<file path="config.mk">
export PLATFORM = sky130hd
export DESIGN_NAME = crt_vert_timing
export DESIGN_NICKNAME = d
export VERILOG_FILES = /design/src/rtl/crt_vert_timing.sv
export SDC_FILE = /design/constraint.sdc
export NUM_CORES = 1
export LEC_CHECK = 0
export CORE_MARGIN = 2
export CORE_UTILIZATION = 35
export CTS_CLUSTER_DIAMETER = 120
export CTS_CLUSTER_SIZE = 14
export DETAILED_ROUTE_END_ITERATION = 10
export GPL_ROUTABILITY_DRIVEN = 0
export PLACE_DENSITY = 0.62
export RECOVER_POWER = 25
export SYNTH_ARGS = -nofsm -noshare
export SYNTH_HDL_FRONTEND = slang
export SYNTH_SLANG_ARGS = --single-unit
</file>
<file path="constraint.sdc">
create_clock -name t_crt_clk -period 3.1 [get_ports t_crt_clk]
set_input_delay 0.775 -clock t_crt_clk [delete_from_list [all_inputs] [get_ports t_crt_clk]]
set_output_delay 0.775 -clock t_crt_clk [all_outputs]
set_load 0.05 [all_outputs]
</file>
<file path="src/rtl/crt_vert_timing.sv">
// Vertical timing for the CRT controller: line counter, scan-line-in-row counter,
// display enable, split-screen compare and vertical sync, all advanced by the horizontal line tick.
module crt_vert_timing #(
    parameter int VCNT_W = 11
) (
    input  logic              t_crt_clk,
    input  logic              hreset_n,
    input  logic              c_hline_tick,
    input  logic [VCNT_W-1:0] reg_vtotal,
    input  logic [VCNT_W-1:0] reg_vde_end,
    input  logic [VCNT_W-1:0] reg_line_cmp,
    input  logic [VCNT_W-1:0] reg_vrs,
    input  logic [3:0]        reg_vre,
    input  logic [4:0]        reg_max_scan,
    input  logic              c_dbl_scan,
    input  logic              c_vsync_pol,
    output logic [VCNT_W-1:0] c_vcnt,
    output logic [4:0]        c_slc_op,
    output logic              c_vde,
    output logic              c_pre_vde,
    output logic              c_row_end,
    output logic              c_split_screen_pulse,
    output logic              c_crt_line_end,
    output logic              c_vsync
);

    logic [VCNT_W-1:0] vcnt_q, vcnt_d;
    logic [4:0]        slc_q, slc_d;
    logic              phase_q, phase_d;
    logic              vde_q, vde_d;
    logic              pre_vde_q, pre_vde_d;
    logic              vs_active_q, vs_active_d;
    logic              row_end_q;
    logic              split_q;
    logic              tick_dly_q;
    logic              line_end_q;

    logic frame_wrap;
    logic split_hit;
    logic slc_adv;
    logic row_hit;

    // Event precedence on a tick: frame wrap, then split compare, then row end.
    always_comb begin
        frame_wrap = (vcnt_q == reg_vtotal);
        split_hit  = !frame_wrap && (vcnt_q == reg_line_cmp) && (reg_line_cmp < reg_vtotal);
        slc_adv    = c_dbl_scan ? phase_q : 1'b1;
        // ">=" also catches a max-scan value lowered below the current scan line
        row_hit    = !frame_wrap && !split_hit && slc_adv && (slc_q >= reg_max_scan);

        vcnt_d = frame_wrap ? '0 : vcnt_q + VCNT_W'(1);

        slc_d   = slc_q;
        phase_d = c_dbl_scan ? ~phase_q : 1'b1;
        if (frame_wrap || split_hit) begin
            slc_d   = 5'd0;
            phase_d = 1'b0;
        end else if (slc_adv) begin
            slc_d = row_hit ? 5'd0 : slc_q + 5'd1;
        end

        vde_d     = (vcnt_d <= reg_vde_end);
        pre_vde_d = (vcnt_d == reg_vtotal);

        vs_active_d = vs_active_q;
        if (vcnt_d == reg_vrs) begin
            vs_active_d = 1'b1;
        end else if (vs_active_q && (vcnt_d[3:0] == reg_vre)) begin
            vs_active_d = 1'b0;
        end
    end

    always_ff @(posedge t_crt_clk or negedge hreset_n) begin
        if (!hreset_n) begin
            vcnt_q      <= '0;
            slc_q       <= 5'd0;
            phase_q     <= 1'b0;
            vde_q       <= 1'b1;
            pre_vde_q   <= 1'b0;
            vs_active_q <= 1'b0;
            row_end_q   <= 1'b0;
            split_q     <= 1'b0;
            tick_dly_q  <= 1'b0;
            line_end_q  <= 1'b0;
        end else begin
            tick_dly_q <= c_hline_tick;
            // Address reload follows the tick by one cycle, once display enable has settled.
            line_end_q <= tick_dly_q & (vde_q | pre_vde_q);
            row_end_q  <= c_hline_tick & row_hit;
            split_q    <= c_hline_tick & split_hit;
            if (c_hline_tick) begin
                vcnt_q      <= vcnt_d;
                slc_q       <= slc_d;
                phase_q     <= phase_d;
                vde_q       <= vde_d;
                pre_vde_q   <= pre_vde_d;
                vs_active_q <= vs_active_d;
            end
        end
    end

    assign c_vcnt               = vcnt_q;
    assign c_slc_op             = slc_q;
    assign c_vde                = vde_q;
    assign c_pre_vde            = pre_vde_q;
    assign c_row_end            = row_end_q;
    assign c_split_screen_pulse = split_q;
    assign c_crt_line_end       = line_end_q;
    assign c_vsync              = vs_active_q ^ c_vsync_pol;

endmodule

</file>
# Yosys cells after proc, flatten, opt, wreduce, memory -nomap -nowiden
# Index checks and enable logic that the tools add are counted.
# Widths: inputs -> output; s select.
word_totals:
  out_inout_bits: 22
  latch_bits: 0
  wordCells: 48
  memories: 0
  ff_bits: 24
  mem_bits_rw: 0
  mem_bits_ro: 0
op_classes:
  magnitude_cmp: 3
  shifts: 0
  n_mux: 9
  addsub: 2
  div_mod_pow: 0
  mul: 0
  bitwise_logic: 6
  reduce_logical: 13
  n_eq_ne: 5
op_table:
  columns: ["cell", "n"]
  rows:
  - ["$eq 11x11->1", 4]
  - ["$mux 5", 3]
  - ["$add 11x1->11 const B", 1]
  - ["$le 11x11->1", 1]
  - ["$lt 11x11->1", 1]
  - ["$mux 11", 1]
  - ["$logic_and 1x1->1", 6]
  - ["$add 5x1->5 const B", 1]
  - ["$ge 5x5->1", 1]
  - ["$mux 1", 5]
  - ["$eq 4x4->1", 1]
  - ["$reduce_and 2->1", 2]
  - ["$reduce_bool 2->1", 2]
  - ["$and 1x1->1", 3]
  - ["$logic_not 1->1", 2]
  - ["$logic_or 1x1->1", 1]
  - ["$not 1->1", 1]
  - ["$or 1x1->1", 1]
  - ["$xor 1x1->1", 1]

# Logic depth before layout (Yosys ltp)
depth:
  depth_word: 11
  ltp_mapped: 15
  depth_no_buf: 12

# Least setup slack after synthesis
# OpenSTA, ideal clock, no wires.
synth_path:
  kind: "reg2reg"
  start: "register vcnt_q[1] (netlist: c_vcnt[1])"
  end: "register vde_q (netlist: c_vde)"
  n_path_buf: 0
  path_stages_with_launch: 12
  setup_time_ps: 77
  slack_ps: 347
  arrival_time_ps: 2676
  period_less_slack_ps: 2753
  cell_sequence: "dfrtp_1 > ha_1 > nand3_4 > nor3_1 > xnor2_1 > nor2_1 > ha_1 > a21o_1 > a21o_1 > a21oi_1 > o21ai_0 > a31oi_1"
synth_via:
  elab_chain_len: 3
  elab_cells_between_ends: 4
  cone_classes: "add/sub (1); order compare (1); eq/ne (1); mux (1)"
synth_rtl:
  columns: ["item", "line", "source"]
  rows:
  - ["start, declared", "27", "logic [VCNT_W-1:0] vcnt_q, vcnt_d;"]
  - ["start signal, assigned", "92", "vcnt_q <= vcnt_d;"]
  - ["$add 11x1->11 / $eq 11x11->1 (equally long branches)", "51, 45", null]
  - ["$mux 11 (*)", "51", "vcnt_d = frame_wrap ? '0 : vcnt_q + VCNT_W'(1);"]
  - ["net vcnt_d[8]", "27", null]
  - ["$le 11x11->1 (*)", "62", "vde_d = (vcnt_d <= reg_vde_end);"]
  - ["end signal, assigned", "95", "vde_q <= vde_d;"]
  - ["end, declared", "30", "logic vde_q, vde_d;"]
# The timed path passes the listed nets; every way through them passes the cells marked *.
# A chain may end at the register's enable or synchronous reset.

# Final worst setup path
layout_path:
  start: "input port reg_vtotal[3]"
  end: "register vde_q (netlist: c_vde)"
layout_via:
  elab_chain_len: 3
layout_rtl:
  columns: ["item", "line", "source"]
  rows:
  - ["start, declared", "9", "input logic [VCNT_W-1:0] reg_vtotal,"]
  - ["$eq 11x11->1", "45", "frame_wrap = (vcnt_q == reg_vtotal);"]
  - ["$mux 11", "51", null]
  - ["net vcnt_d[4]", "27", null]
  - ["$le 11x11->1", "62", null]
# The timed path passes the listed nets, and every way through them passes these cells.

==> impl_metrics.py <==
metrics = {
    "flow_run": {
        "maxCapViolations": 0,
    },
    "clock_network": {
        "cts-root-buf": "clkbuf_8",
        "numCtsBuffers": 3,
        "hold_buffers": 0,
        "cts.sinks": 24,
        "clock_path_buffers": 2,
        "clk_pin_slew_ns": 0.09,
        "clkLatencyLatePin_ns": 0.27,
        "tritoncts": "done",
        "htreeDepth": 1,
    },
    "timing": {
        "slew_viol_final": 0,
        "finalWorstPathRequiredPeriod_ns": 2.979,
        "skew_ns": 0.002976,
        "timing.final.crit_share": 0.9609,
        "tightest_slew_ns": 1.478,
        "finalSetupViolations": 0,
        "max_slew_margin": 0.01485,
        "fmax_mhz": 335.7,
        "tns_ns": 0,
        "hold_viol_final": 0,
    },
    "pwr": {
        "fin_total_pwr_mw": 2.896,
        "powerDensity_nw_per_um2": 766.5,
        "leakagePower_nw": 1.716,
        "ir_drop_uv": 520.7,
    },
    "global_route": {
        "grt_max_degree": 27,
        "grt_first_pass_wirelength_um": 12490,
        "grt_usage": 0.1863,
        "grt_antenna_before_repair": 0,
        "grt_pass1_vias": 2598,
        "grt_overflow": 0,
    },
    "synthesis": {
        "netlist_area_um2": 2585,
        "yosys.cell_types.count": 52,
        "synthCells": 297,
        "synthArstFlopShare": 1.000,
        "synth-seq-cells": 24,
        "synth_edf_count": 0,
        "synth_nets": 383,
        "ys_seq_area_frac": 0.2328,
        "ys.flop_type": "dfrtp_1",
        "yosysWarnings": 0,
        "avgSynthCellArea_um2": 8.704,
    },
    "die": {
        "die-area_um2": 8089,
        "chipWidth_um": 89.94,
        "rows": 31,
        "core_area_um2": 7214,
        "start_util": 0.3583,
        "ios": 80,
        "die_y_um": 89.94,
    },
    "final_layout": {
        "nFillCells": 686,
        "syn_to_final_growth_pct": 46.18,
        "drive_above_1_share": 0.1517,
        "final_nets": 489,
        "layout_commonest_cell": "clkdlybuf4s50_1",
        "antennaDiodeCount": 0,
        "final_cell_mix": "73 x clkdlybuf4s50_1, 34 x inv_1, 30 x buf_4, 28 x ha_1",
        "multiInputGateArea_um2": 1787,
        "seq_area_um2": 601.8,
    },
    "setup_path": {
        "critical_path_required_ns": 3.29,
        "cp_cell_sequence": "clkdlybuf4s50_1 > xnor2_1 > nand3_1 > nor3_4 > buf_6 > nor2_1 > ha_1 > a21oi_1 > nor2b_1 > o21ai_0 > o21ai_0 > nor2_1 > o21ai_0 > a31oi_1",
        "slowest_stage": "clkdlybuf4s50_1",
        "crit_family": "buffers and inverters",
        "max_stage_delay_ns": 0.54,
        "crit_type": "primary input to flip-flop",
        "worstPathMaxFanout": 6,
        "cpMostUsedCell": "o21ai_0",
        "arrival_ns": 3.17,
        "cp-end-kind": "flip-flop",
        "start_kind": "primary input",
        "crit_buf_inv": 2,
    },
    "run_status": {
        "status": "finished clean",
    },
    "placed_design": {
        "hpwlAfterDp_um": 6296,
        "io_buffer_count": 79,
    },
    "routing": {
        "wl_um": 7664,
        "drt-vias-per-instance": 5.106,
        "drtIter0Drc": 119,
        "wl_per_cell_um": 15.30,
        "drcViolationCount": 0,
        "first_pass_iters": 4,
        "vias": 2558,
        "ant_nets": 0,
    },
    "worst_hold_path": {
        "min_path_type": "flip-flop to flip-flop",
    },
}
==> worst paths after layout <==
check	startpoint	end	slack, ns	depth (start not counted)
worst max-delay path	reg_vtotal[3]	c_vde$_DFFE_PN1P_	0.12	14
worst min-delay path	tick_dly_q$_DFF_PN0_	c_crt_line_end$_DFF_PN0_	0.46	1
worst max register to register	c_vcnt[2]$_DFFE_PN0P_	c_vde$_DFFE_PN1P_	0.43	11
worst min register to register	tick_dly_q$_DFF_PN0_	c_crt_line_end$_DFF_PN0_	0.46	1
max in group asynchronous	hreset_n	c_vcnt[4]$_DFFE_PN0P_	0.85	2
min in group asynchronous	hreset_n	c_vcnt[3]$_DFFE_PN0P_	1.38	2
==> cell families (layout without fill, tap and decap cells) <==
group	after synthesis	count (layout)	share of synthesized area
simple gates	84	84	0.1849
xor+xnor	41	41	0.1389
compound gates	62	62	0.1801
mux	11	11	0.04744
buf+inv	47	152	0.08034
flops	24	24	0.2328
fa+ha+maj	28	28	0.1355
==> cells in the mapped netlist (2+ instances only) <==
| master | count | share of area |
|---|---|---|
| inv_1 | 34 | 0.049 |
| ha_1 | 28 | 0.14 |
| dfrtp_1 | 23 | 0.22 |
| xnor2_1 | 23 | 0.078 |
| xor2_1 | 18 | 0.061 |
| nor2_1 | 17 | 0.025 |
| nand4_1 | 14 | 0.034 |
| a21oi_1 | 12 | 0.023 |
| mux2_2 | 10 | 0.044 |
| nand2_1 | 10 | 0.015 |
| nor3_1 | 10 | 0.019 |
| a21o_1 | 9 | 0.026 |
| o21ai_0 | 9 | 0.017 |
| nand2b_1 | 6 | 0.015 |
| nor2b_1 | 6 | 0.015 |
| a31oi_1 | 5 | 0.012 |
| buf_2 | 5 | 0.0097 |
| nor4_1 | 5 | 0.012 |
| nand3_1 | 4 | 0.0077 |
| buf_4 | 3 | 0.0087 |
| clkbuf_1 | 3 | 0.0044 |
| o211ai_1 | 3 | 0.0087 |
| o22ai_1 | 3 | 0.0073 |
| a211o_1 | 2 | 0.0068 |
| a221o_1 | 2 | 0.0077 |
| a221oi_1 | 2 | 0.0068 |
| nor2_2 | 2 | 0.0048 |
| o221ai_1 | 2 | 0.0068 |
| o32ai_1 | 2 | 0.0068 |
| o41ai_2 | 2 | 0.013 |
| or4_1 | 2 | 0.0058 |
==> final cells by class <==
cell class | count | share of cell area
clock buffer | 4 | 0.01457
sequential | 24 | 0.1593
inverter | 36 | 0.03940
tap | 99 | 0.03278
multi-input combinational | 226 | 0.4728
timing repair buffer | 112 | 0.2811
==> registers in the layout, indices dropped and copies added (netlist names) <==
register	cells
c_crt_line_end	1
c_pre_vde	1
c_row_end	1
c_slc_op	5
c_split_screen_pulse	1
c_vcnt	11
c_vde	1
phase_q	1
tick_dly_q	1
vs_active_q	1
==> worst register-to-register path, cell delays in order, from the launching register on <==
cell and delay [ns]:
dfrtp_1 0.67, and2_1 0.25, nand4_1 0.12, xor2_1 0.41, nor2_1 0.12, ha_1 0.31, nor2b_1 0.13, o21ai_0 0.13
o21ai_0 0.10, nor2_1 0.08, o21ai_0 0.08, a31oi_1 0.19
==> per-layer routing <==
metal,vias to the layer above,track usage,wire (um)
met5,-,0,0
met4,0,0.04103,91
met3,6,0.02179,378
met2,84,0.3213,3768
met1,1201,0.2513,3426
li1,1267,-,-
==> timing repair <==
item                       in CTS  in global routing
setup endpoints to repair       0                  2
gates resized for setup         0                  7
setup buffers                   0                  1
==> power by group <==
| part | internal, mW | total [mW] | switching [mW] | leakage (nW) |
|---|---|---|---|---|
| clock | 0.113 | 0.219 | 0.106 | 0.0288 |
| sequential | 0.429 | 0.656 | 0.227 | 0.292 |
| combinational | 0.872 | 2.02 | 1.15 | 1.40 |
| total | 1.41 | 2.90 | 1.48 | 1.72 |
==> through the flow <==
step                hold WS (ns)  instance area [um2]    util  worst slack [ns]  cells
detailed placement        0.4417                 3696  0.5123           -0.1699    496
finish                    0.4634                 3779  0.5238            0.1211    501
global placement          0.4433                 3696  0.5123          -0.08878    496
CTS                       0.4670                 3751  0.5199            0.1103    500
global route              0.5034                 3779  0.5238         -0.009449    501
floorplan                 0.4336                 2585       -            0.3471    297
No activity file was read; power rests on OpenSTA's default activity.
